$ cat config.mk
export PLATFORM = sky130hd
export DESIGN_NAME = control_sequencer_flat
export DESIGN_NICKNAME = d
export VERILOG_FILES = /design/src/rtl/ctrl_pkg.sv /design/src/rtl/control_sequencer_if.sv /design/src/rtl/ir_decode.sv /design/src/rtl/control_sequencer.sv /design/src/flat_wrapper.sv
export SDC_FILE = /design/constraint.sdc
export NUM_CORES = 1
export LEC_CHECK = 0
export ABC_AREA = 1
export ABC_CLOCK_PERIOD_IN_PS = 2800
export CAP_MARGIN = 20
export CORE_UTILIZATION = 40
export DETAILED_ROUTE_END_ITERATION = 10
export PLACE_DENSITY = 0.95
export SYNTH_ARGS = -nofsm -noshare
export SYNTH_HDL_FRONTEND = slang
export SYNTH_SLANG_ARGS = --single-unit
$ cat constraint.sdc
create_clock -name Clock -period 2.8 [get_ports Clock]
set_input_delay 0.28 -clock Clock [delete_from_list [all_inputs] [get_ports Clock]]
set_output_delay 0.28 -clock Clock [all_outputs]
set_load 0.01 [all_outputs]
$ cat src/rtl/ctrl_pkg.sv
// Shared definitions for the control sequencer: FSM state encoding,
// supported ALU opcodes and instruction-register field layout.
//   Register fields sit directly below the opcode, MSB first:
//   opcode | Ra | Rb | Rc | unused low bits.
package ctrl_pkg;

    localparam int unsigned IR_W = 32;

    // Bit position of the opcode MSB.
    // Ra, Rb and Rc follow it downwards, each RSEL_W bits wide.
    localparam int unsigned IR_OPC_MSB = 31;

    localparam int unsigned OPC_ADD = 3;
    localparam int unsigned OPC_SUB = 4;
    localparam int unsigned OPC_AND = 5;
    localparam int unsigned OPC_OR  = 6;

    typedef enum logic [2:0] {
        ST_IDLE,
        ST_T0,
        ST_T1,
        ST_T2,
        ST_T3,
        ST_T4,
        ST_T5
    } state_t;

endpackage

$ cat src/rtl/control_sequencer_if.sv
// Control sequencer bus.
//   inputs to the sequencer:
//     start, run, mem_ready
//     ir (datapath instruction register)
//   outputs from the sequencer:
//     bus-drive strobes:  pcout, zlowout, mdrout
//     load strobes:       marin, zin, pcin, mdrin, irin, yin
//     control strobes:    incpc, read
//     one-hot registers:  rin, rout
//     ALU and status:     alu_op, busy, done, illegal, instr_count
// Modports:
//   master - the sequencer, which drives the control strobes
//   slave  - the datapath side
interface control_sequencer_if
    import ctrl_pkg::*;
#(
    parameter int unsigned NREG  = 16,
    parameter int unsigned OPC_W = 5,
    parameter int unsigned CNT_W = 16
) ();

    logic             start;
    logic             run;
    logic             mem_ready;
    logic [IR_W-1:0]  ir;

    logic             pcout;
    logic             zlowout;
    logic             mdrout;
    logic             marin;
    logic             zin;
    logic             pcin;
    logic             mdrin;
    logic             irin;
    logic             yin;
    logic             incpc;
    logic             read;
    logic [NREG-1:0]  rin;
    logic [NREG-1:0]  rout;
    logic [OPC_W-1:0] alu_op;
    logic             busy;
    logic             done;
    logic             illegal;
    logic [CNT_W-1:0] instr_count;

    modport master (
        input  start, run, mem_ready, ir,
        output pcout, zlowout, mdrout, marin, zin, pcin, mdrin, irin, yin,
               incpc, read, rin, rout, alu_op, busy, done, illegal, instr_count
    );

    modport slave (
        output start, run, mem_ready, ir,
        input  pcout, zlowout, mdrout, marin, zin, pcin, mdrin, irin, yin,
               incpc, read, rin, rout, alu_op, busy, done, illegal, instr_count
    );

endinterface

$ cat src/rtl/ir_decode.sv
// Combinational IR decoder.
//   in : ir
//   out: ra_oh_c, rb_oh_c, rc_oh_c (one-hot register selects)
//        legal_c (opcode is a supported ALU operation)
//        alu_op_c (opcode when legal, else 0)
module ir_decode
    import ctrl_pkg::*;
#(
    parameter int unsigned NREG   = 16,
    parameter int unsigned RSEL_W = 4,
    parameter int unsigned OPC_W  = 5
) (
    input  logic [IR_W-1:0]  ir,
    output logic [NREG-1:0]  ra_oh_c,
    output logic [NREG-1:0]  rb_oh_c,
    output logic [NREG-1:0]  rc_oh_c,
    output logic             legal_c,
    output logic [OPC_W-1:0] alu_op_c
);

    localparam int unsigned OPC_LSB = IR_OPC_MSB + 1 - OPC_W;
    localparam int unsigned RA_LSB  = OPC_LSB - RSEL_W;
    localparam int unsigned RB_LSB  = RA_LSB - RSEL_W;
    localparam int unsigned RC_LSB  = RB_LSB - RSEL_W;

    logic [OPC_W-1:0]  opc;
    logic [RSEL_W-1:0] ra;
    logic [RSEL_W-1:0] rb;
    logic [RSEL_W-1:0] rc;
    logic              unused_ir_low;

    assign opc = ir[OPC_LSB +: OPC_W];
    assign ra  = ir[RA_LSB +: RSEL_W];
    assign rb  = ir[RB_LSB +: RSEL_W];
    assign rc  = ir[RC_LSB +: RSEL_W];

    // Low IR bits carry no control information for three-register ALU ops.
    assign unused_ir_low = ^ir[RC_LSB-1:0];

    assign ra_oh_c = NREG'(1) << ra;
    assign rb_oh_c = NREG'(1) << rb;
    assign rc_oh_c = NREG'(1) << rc;

    assign legal_c = (opc == OPC_W'(OPC_ADD)) || (opc == OPC_W'(OPC_SUB)) ||
                     (opc == OPC_W'(OPC_AND)) || (opc == OPC_W'(OPC_OR));

    assign alu_op_c = legal_c ? opc : '0;

endmodule

$ cat src/rtl/control_sequencer.sv
// Hardwired fetch/execute sequencer for three-register ALU instructions.
// Steps the datapath through T0..T5 and includes:
//   - memory-ready wait in T1
//   - run / single-step
//   - illegal-opcode trap in T3
//   - completed-instruction counter
// Ports:
//   Clock   - system clock
//   Reset_n - asynchronous active-low reset
//   bus     - control_sequencer_if.master (inputs, strobes, status)
module control_sequencer
    import ctrl_pkg::*;
#(
    parameter int unsigned NREG   = 16,
    parameter int unsigned RSEL_W = 4,
    parameter int unsigned OPC_W  = 5,
    parameter int unsigned CNT_W  = 16
) (
    input  logic                 Clock,
    input  logic                 Reset_n,
    control_sequencer_if.master  bus
);

    state_t           state_q;
    state_t           state_d;
    logic [CNT_W-1:0] count_q;

    logic [NREG-1:0]  ra_oh;
    logic [NREG-1:0]  rb_oh;
    logic [NREG-1:0]  rc_oh;
    logic             legal;
    logic [OPC_W-1:0] dec_op;

    ir_decode #(
        .NREG   (NREG),
        .RSEL_W (RSEL_W),
        .OPC_W  (OPC_W)
    ) u_ir_decode (
        .ir       (bus.ir),
        .ra_oh_c  (ra_oh),
        .rb_oh_c  (rb_oh),
        .rc_oh_c  (rc_oh),
        .legal_c  (legal),
        .alu_op_c (dec_op)
    );

    // State register
    always_ff @(posedge Clock or negedge Reset_n) begin
        if (!Reset_n) begin
            state_q <= ST_IDLE;
        end else begin
            state_q <= state_d;
        end
    end

    // Completed-instruction counter; wraps naturally at 2**CNT_W
    always_ff @(posedge Clock or negedge Reset_n) begin
        if (!Reset_n) begin
            count_q <= '0;
        end else if (state_q == ST_T5) begin
            count_q <= count_q + CNT_W'(1);
        end
    end

    assign bus.instr_count = count_q;

    // Next-state and strobe decode
    always_comb begin
        state_d     = state_q;
        bus.pcout   = 1'b0;
        bus.zlowout = 1'b0;
        bus.mdrout  = 1'b0;
        bus.marin   = 1'b0;
        bus.zin     = 1'b0;
        bus.pcin    = 1'b0;
        bus.mdrin   = 1'b0;
        bus.irin    = 1'b0;
        bus.yin     = 1'b0;
        bus.incpc   = 1'b0;
        bus.read    = 1'b0;
        bus.rin     = '0;
        bus.rout    = '0;
        bus.alu_op  = '0;
        bus.done    = 1'b0;
        bus.illegal = 1'b0;
        bus.busy    = (state_q != ST_IDLE);

        case (state_q)
            ST_IDLE: begin
                if (bus.start) begin
                    state_d = ST_T0;
                end
            end
            ST_T0: begin
                bus.pcout = 1'b1;
                bus.marin = 1'b1;
                bus.incpc = 1'b1;
                bus.zin   = 1'b1;
                state_d   = ST_T1;
            end
            ST_T1: begin
                // Strobes repeat while memory stalls; reloading PC with Z is harmless
                bus.zlowout = 1'b1;
                bus.pcin    = 1'b1;
                bus.read    = 1'b1;
                bus.mdrin   = 1'b1;
                if (bus.mem_ready) begin
                    state_d = ST_T2;
                end
            end
            ST_T2: begin
                bus.mdrout = 1'b1;
                bus.irin   = 1'b1;
                state_d    = ST_T3;
            end
            ST_T3: begin
                if (legal) begin
                    bus.rout = rb_oh;
                    bus.yin  = 1'b1;
                    state_d  = ST_T4;
                end else begin
                    bus.illegal = 1'b1;
                    state_d     = ST_IDLE;
                end
            end
            ST_T4: begin
                bus.rout   = rc_oh;
                bus.zin    = 1'b1;
                bus.alu_op = dec_op;
                state_d    = ST_T5;
            end
            ST_T5: begin
                bus.zlowout = 1'b1;
                bus.rin     = ra_oh;
                // Stop decision is made in this cycle, so Done follows Run here
                bus.done    = !bus.run;
                state_d     = bus.run ? ST_T0 : ST_IDLE;
            end
            default: begin
                state_d = ST_IDLE;
            end
        endcase
    end

endmodule
$ cat src/flat_wrapper.sv
// flat-port wrapper written by rule: the top's interface ports become plain ports
module control_sequencer_flat import ctrl_pkg::*;
#(
    parameter int unsigned NREG   = 16,
    parameter int unsigned RSEL_W = 4,
    parameter int unsigned OPC_W  = 5,
    parameter int unsigned CNT_W  = 16
)
  (Clock, Reset_n, bus_start, bus_run, bus_mem_ready, bus_ir, bus_pcout, bus_zlowout, bus_mdrout, bus_marin, bus_zin, bus_pcin, bus_mdrin, bus_irin, bus_yin, bus_incpc, bus_read, bus_rin, bus_rout, bus_alu_op, bus_busy, bus_done, bus_illegal, bus_instr_count);
  control_sequencer_if #(.NREG(NREG), .OPC_W(OPC_W), .CNT_W(CNT_W)) bus_i ();
  input  logic Clock;
  input  logic Reset_n;
  input wire logic [$bits(bus_i.start)-1:0] bus_start;
  input wire logic [$bits(bus_i.run)-1:0] bus_run;
  input wire logic [$bits(bus_i.mem_ready)-1:0] bus_mem_ready;
  input wire logic [$bits(bus_i.ir)-1:0] bus_ir;
  output wire logic [$bits(bus_i.pcout)-1:0] bus_pcout;
  output wire logic [$bits(bus_i.zlowout)-1:0] bus_zlowout;
  output wire logic [$bits(bus_i.mdrout)-1:0] bus_mdrout;
  output wire logic [$bits(bus_i.marin)-1:0] bus_marin;
  output wire logic [$bits(bus_i.zin)-1:0] bus_zin;
  output wire logic [$bits(bus_i.pcin)-1:0] bus_pcin;
  output wire logic [$bits(bus_i.mdrin)-1:0] bus_mdrin;
  output wire logic [$bits(bus_i.irin)-1:0] bus_irin;
  output wire logic [$bits(bus_i.yin)-1:0] bus_yin;
  output wire logic [$bits(bus_i.incpc)-1:0] bus_incpc;
  output wire logic [$bits(bus_i.read)-1:0] bus_read;
  output wire logic [$bits(bus_i.rin)-1:0] bus_rin;
  output wire logic [$bits(bus_i.rout)-1:0] bus_rout;
  output wire logic [$bits(bus_i.alu_op)-1:0] bus_alu_op;
  output wire logic [$bits(bus_i.busy)-1:0] bus_busy;
  output wire logic [$bits(bus_i.done)-1:0] bus_done;
  output wire logic [$bits(bus_i.illegal)-1:0] bus_illegal;
  output wire logic [$bits(bus_i.instr_count)-1:0] bus_instr_count;
  assign bus_i.start = bus_start;
  assign bus_i.run = bus_run;
  assign bus_i.mem_ready = bus_mem_ready;
  assign bus_i.ir = bus_ir;
  assign bus_pcout = bus_i.pcout;
  assign bus_zlowout = bus_i.zlowout;
  assign bus_mdrout = bus_i.mdrout;
  assign bus_marin = bus_i.marin;
  assign bus_zin = bus_i.zin;
  assign bus_pcin = bus_i.pcin;
  assign bus_mdrin = bus_i.mdrin;
  assign bus_irin = bus_i.irin;
  assign bus_yin = bus_i.yin;
  assign bus_incpc = bus_i.incpc;
  assign bus_read = bus_i.read;
  assign bus_rin = bus_i.rin;
  assign bus_rout = bus_i.rout;
  assign bus_alu_op = bus_i.alu_op;
  assign bus_busy = bus_i.busy;
  assign bus_done = bus_i.done;
  assign bus_illegal = bus_i.illegal;
  assign bus_instr_count = bus_i.instr_count;
  control_sequencer #(.NREG(NREG), .RSEL_W(RSEL_W), .OPC_W(OPC_W), .CNT_W(CNT_W)) u_core (.Clock(Clock), .Reset_n(Reset_n), .bus(bus_i));
endmodule
# Word-level counts from Yosys, hierarchy flattened
# Cells that the tools add are included.
# totals
register_bits	19
word_cells	47
# classes
add_sub_neg	1
n_eq_ne	12
n_shift	3
n_mux	20
reduce_logical	9
# op_table
cell	count
$shl A1 B4 Y16 const A	3
$mux W16	2
$pmux W16 S2	1
$pmux W3 S7	1
$add A16 B1 Y16 const B	1
$eq A5 B3 Y1 const B	3
$mux W1	11
$mux W5	2
$eq A3 B3 Y1 const B	3
$mux W3	3
$eq A3 B2 Y1 const B	2
$eq A5 B2 Y1 const B	1
$ne A2 B2 Y1 const B	2
$reduce_or A2 Y1	2
$eq A3 B1 Y1 const B	1
$logic_not A3 Y1	1
$logic_or A1 B1 Y1	3
$reduce_bool A3 Y1	1
$reduce_and A2 Y1	1
$logic_not A1 Y1	1

# Longest topological paths before layout
# logic_depth
depth_word	6
mapped_depth	8

# By module
# From an unflattened synthesis, not the netlist that was laid out.
# unflattened
hier_cells	321
area_unflattened_um2	1869.3
# modules_own_cells
mod	n_inst	cells_per_inst	area_per_inst_um2
control_sequencer	1	218	1417.6
ir_decode	1	103	451.7

# Worst setup path before layout
# Ideal clock, no wire load.
# synth_path
path_type	register to output
from	register u_core.state_q[0]
to	output port bus_rin[0]
arrival_time_ps	1249
required_ps	2520
setup_slack_ps	1271
path_stages_with_launch	6
n_path_buf	1
path_cell_list	dfrtp_1 inv_1 nand3_4 or2_1 buf_6 nor2_1
# synth_via
elab_chain_cells	2
# synth_lines
item	line_no	text
start, declared	control_sequencer.sv:24	state_t state_q;
start signal, assigned	control_sequencer.sv:52	state_q <= state_d;
$eq A3 B3 Y1	control_sequencer.sv:88	case (state_q)
$mux W16	control_sequencer.sv:88	
end, declared	flat_wrapper.sv:28	output wire logic [$bits(bus_i.rin)-1:0] bus_rin;
# Every way passes these cells.

# Worst setup path after layout
# layout_path
from	input port bus_ir[28]
to	output port bus_rout[8]
# layout_via
elab_chain_cells	6
word_cells_on_any_way	9
cone_classes	eq/ne (4); mux (2); reduce/logical (3)
# layout_lines
item	line_no	text
start, declared	flat_wrapper.sv:16	input wire logic [$bits(bus_i.ir)-1:0] bus_ir;
$eq A5 B2 Y1 or $eq A5 B3 Y1 (tied branches)	ir_decode.sv:44	assign legal_c = (opc == OPC_W'(OPC_ADD)) || (opc == OPC_W'(OPC_SUB)) ||
$logic_or A1 B1 Y1 (2 in series)	ir_decode.sv:44	
$logic_or A1 B1 Y1 (*)	ir_decode.sv:45	(opc == OPC_W'(OPC_AND)) || (opc == OPC_W'(OPC_OR));
$mux W16 (*)	control_sequencer.sv:117	if (legal) begin
$pmux W16 S2 (*)	control_sequencer.sv:88	
end, declared	flat_wrapper.sv:29	output wire logic [$bits(bus_i.rout)-1:0] bus_rout;
# Mark *: on every way between the ends. The rest lies on a longest branch, timed or not.

==> impl_metrics.env <==
export IMPL_track_usage_pct=22.4
export IMPL_yosysUniqueCellTypes=26
export IMPL_synthTopCellsByArea="dfrtp_1 29%, nand2_1 14%, inv_1 7.9%"
export IMPL_rows=22
export IMPL_io_buffers=86
export IMPL_wire_per_inst_um=12.5
export IMPL_hold_viol=0
export IMPL_core_area_um2=3770
export IMPL_drt_initial_drc_count=81
export IMPL_setup_tns_ns=0
export IMPL_route_vias_total=1958
export IMPL_setup_viol=0
export IMPL_crit_type="input pin to output port"
export IMPL_path_common_cell="clkdlybuf4s50_1"
export IMPL_die_height_um=65.7
export IMPL_worst_pin_slew_ns=0.825
export IMPL_cp_required_ns=2.52
export IMPL_fillerInstances=335
export IMPL_leakage_nw=1.06
export IMPL_startpoint_type="input pin"
export IMPL_dr_pass1_iters=4
export IMPL_cts_tree="built"
export IMPL_yosysTopAreaCell="dfrtp_1"
export IMPL_rsz0062_at_grt="no"
export IMPL_worstPathMaxFanout=17
export IMPL_drive_above_1_share_pct=4.28
export IMPL_finalWeightedCongestion=0.903
export IMPL_numCtsBuffers=3
export IMPL_area_delta_synth_final_pct=54.3
export IMPL_syn_area_um2=1620
export IMPL_yosysSeqAreaShare_pct=29.3
export IMPL_synth_area_per_cell_um2=6.51
export IMPL_final_cell_mix="86 x clkdlybuf4s50_1, 59 x nand2_1, 34 x inv_1, 33 x nor2_1, 20 x nand4_1"
export IMPL_routed_wl_mm=4.69
export IMPL_slew_headroom_pct=44.8
export IMPL_final_common_cell="clkdlybuf4s50_1"
export IMPL_ant_nets=0
export IMPL_cpPeakStageDelay_ns=0.59
export IMPL_final_max_slew_violation_count=0
export IMPL_ir_drop_mv=0.173
export IMPL_clk_pin_slew_ns=0.08
export IMPL_dieArea_um2=4310
export IMPL_worstPathArrival_ns=2.32
export IMPL_min_period_ns=2.60
export IMPL_clock_sinks=19
export IMPL_yosys_warnings=0
export IMPL_max_freq_ghz=0.384
export IMPL_initial_core_util_pct=43.0
export IMPL_setup_worst_path_start="bus_ir[28]"
export IMPL_antenna_found_initial=0
export IMPL_cts_setup_buffers=0
export IMPL_grt_pass1_wl_mm=7.67
export IMPL_yosysTopAreaCellShare_pct=29.3
export IMPL_clock_latency_ns=0.26
export IMPL_hpwl_mm=3.80
export IMPL_hold_path_class="input pin to asynchronous set/reset pin"
export IMPL_cts_resized_gates=0
export IMPL_first_global_vias=1830
export IMPL_seq_area_um2=475
export IMPL_root_buffer="clkbuf_8"
export IMPL_power_density_nw_per_um2=438
export IMPL_finalCritPeriodShare_pct=92.9
export IMPL_grt_max_degree=20
export IMPL_crit_chain="clkdlybuf4s50_1 -> a21oi_1 -> nor2_1 -> nand2_1 -> o21ai_0 -> clkdlybuf4s50_1"
export IMPL_worstPathBufferInverterCount=2
export IMPL_fp_dieW_um=65.7
export IMPL_reg2reg_from="u_core.state_q[1]$_DFFE_PN0P_"
export IMPL_grt_overflow_total=0
export IMPL_clockBufferDepth=2
export IMPL_nets=366
export IMPL_status="complete, no violations"
export IMPL_worst_path_dominant_cell_family="buffers and inverters"
export IMPL_fin_worst_skew_ns=0.00940
export IMPL_synthCells=249
export IMPL_synth_seq_cells=19
export IMPL_multi_input_area_um2=928
export IMPL_critPathCaptureType="output port"
export IMPL_ios=104
export IMPL_cts_htree_levels=1
export IMPL_cap_viol_max_count=0
export IMPL_final_util_pct=66.4
export IMPL_diodes=0
export IMPL_drc=0
export IMPL_via_per_inst=5.22
export IMPL_hold_buffers=0
export IMPL_cp_slowest_cell="clkdlybuf4s50_1"
-- worst paths after layout --
| path | to | slack [ns] | cells after the start |
|---|---|---|---|
| min reg2reg | u_core.bus.instr_count[6]$_DFFE_PN0P_ | 0.50 | 1 |
| max | bus_rout[8] | 0.20 | 6 |
| max in group asynchronous | u_core.bus.instr_count[11]$_DFFE_PN0P_ | 1.79 | 1 |
| min in group Clock | u_core.bus.instr_count[6]$_DFFE_PN0P_ | 0.50 | 1 |
| max reg2reg | u_core.state_q[0]$_DFFE_PN0P_ | 1.39 | 5 |
| min | u_core.bus.instr_count[6]$_DFFE_PN0P_ | 0.49 | 1 |
-- kinds of logic (layout without fill, tap and decap cells) --
logic type	Yosys count	count (layout)	share of synthesized area, %
AO/OA/AOI/OAI	21	21	6.56
AND/OR/NAND/NOR	149	149	44.1
buffers and inverters	48	125	13.7
XOR/XNOR	10	10	5.40
flip-flops	19	19	29.3
adder cells (fa/ha/maj)	1	1	0.771
other	1	2	0.231
-- metal layers --
metal	part of all wire, %	global-route usage (%)
met3	7.7	3.30
met2	54	45.3
met5	0	0
met1	37	23.3
met4	1.1	5.71
-- stage by stage --
stage               std cells  setup slack, ns  power, mW  hold WS, ns  cell area [um2]
floorplan                 250             1.27      0.669      -0.0156             1630
global placement          371            0.295      0.895        0.485             2460
detailed placement        371            0.257      0.916        0.488             2460
CTS                       375            0.235       1.10        0.502             2500
global route              375            0.105       1.16        0.518             2500
finish                    375            0.199       1.10        0.493             2500
-- sequential cells by signal, summed over array words and instances, names as in the netlist --
name	cells
u_core.bus.instr_count	16
u_core.state_q	3
-- report_power, final --
group / switching, mW / leakage, nW / internal [mW] / total (mW)
combinational: 0.263 / 0.774 / 0.267 / 0.531
clock: 0.0906 / 0.0255 / 0.0989 / 0.190
sequential: 0.0625 / 0.257 / 0.313 / 0.375
total: 0.417 / 1.06 / 0.679 / 1.10
-- cell usage after synthesis --
library cell and count:
nor3_2 1, o22ai_1 1, nand3_1 16, nand3_4 1
buf_4 7, nand2_1 59, nand3b_1 1, clkbuf_1 4
xnor2_1 7, nor3_1 10, conb_1 1, or2_1 1
xor2_1 3, dfrtp_1 19, o21ai_0 16, inv_2 1
nand4_1 20, nor2_2 1, a21oi_1 1, nand3_2 1
ha_1 1, buf_6 2, o21ai_1 3, nor2_1 33
nor2_4 5, inv_1 34
-- cell type report --
| class | instances | area share [%] |
|---|---|---|
| repair buffers | 86 | 34.4 |
| flip-flops and latches | 19 | 19.0 |
| multi-input cells | 183 | 37.1 |
| inverters | 35 | 5.25 |
| clock inverters | 1 | 0.200 |
| clock buffers | 3 | 1.65 |
| well taps | 48 | 2.40 |
No activity file was read; power rests on OpenSTA's default activity.
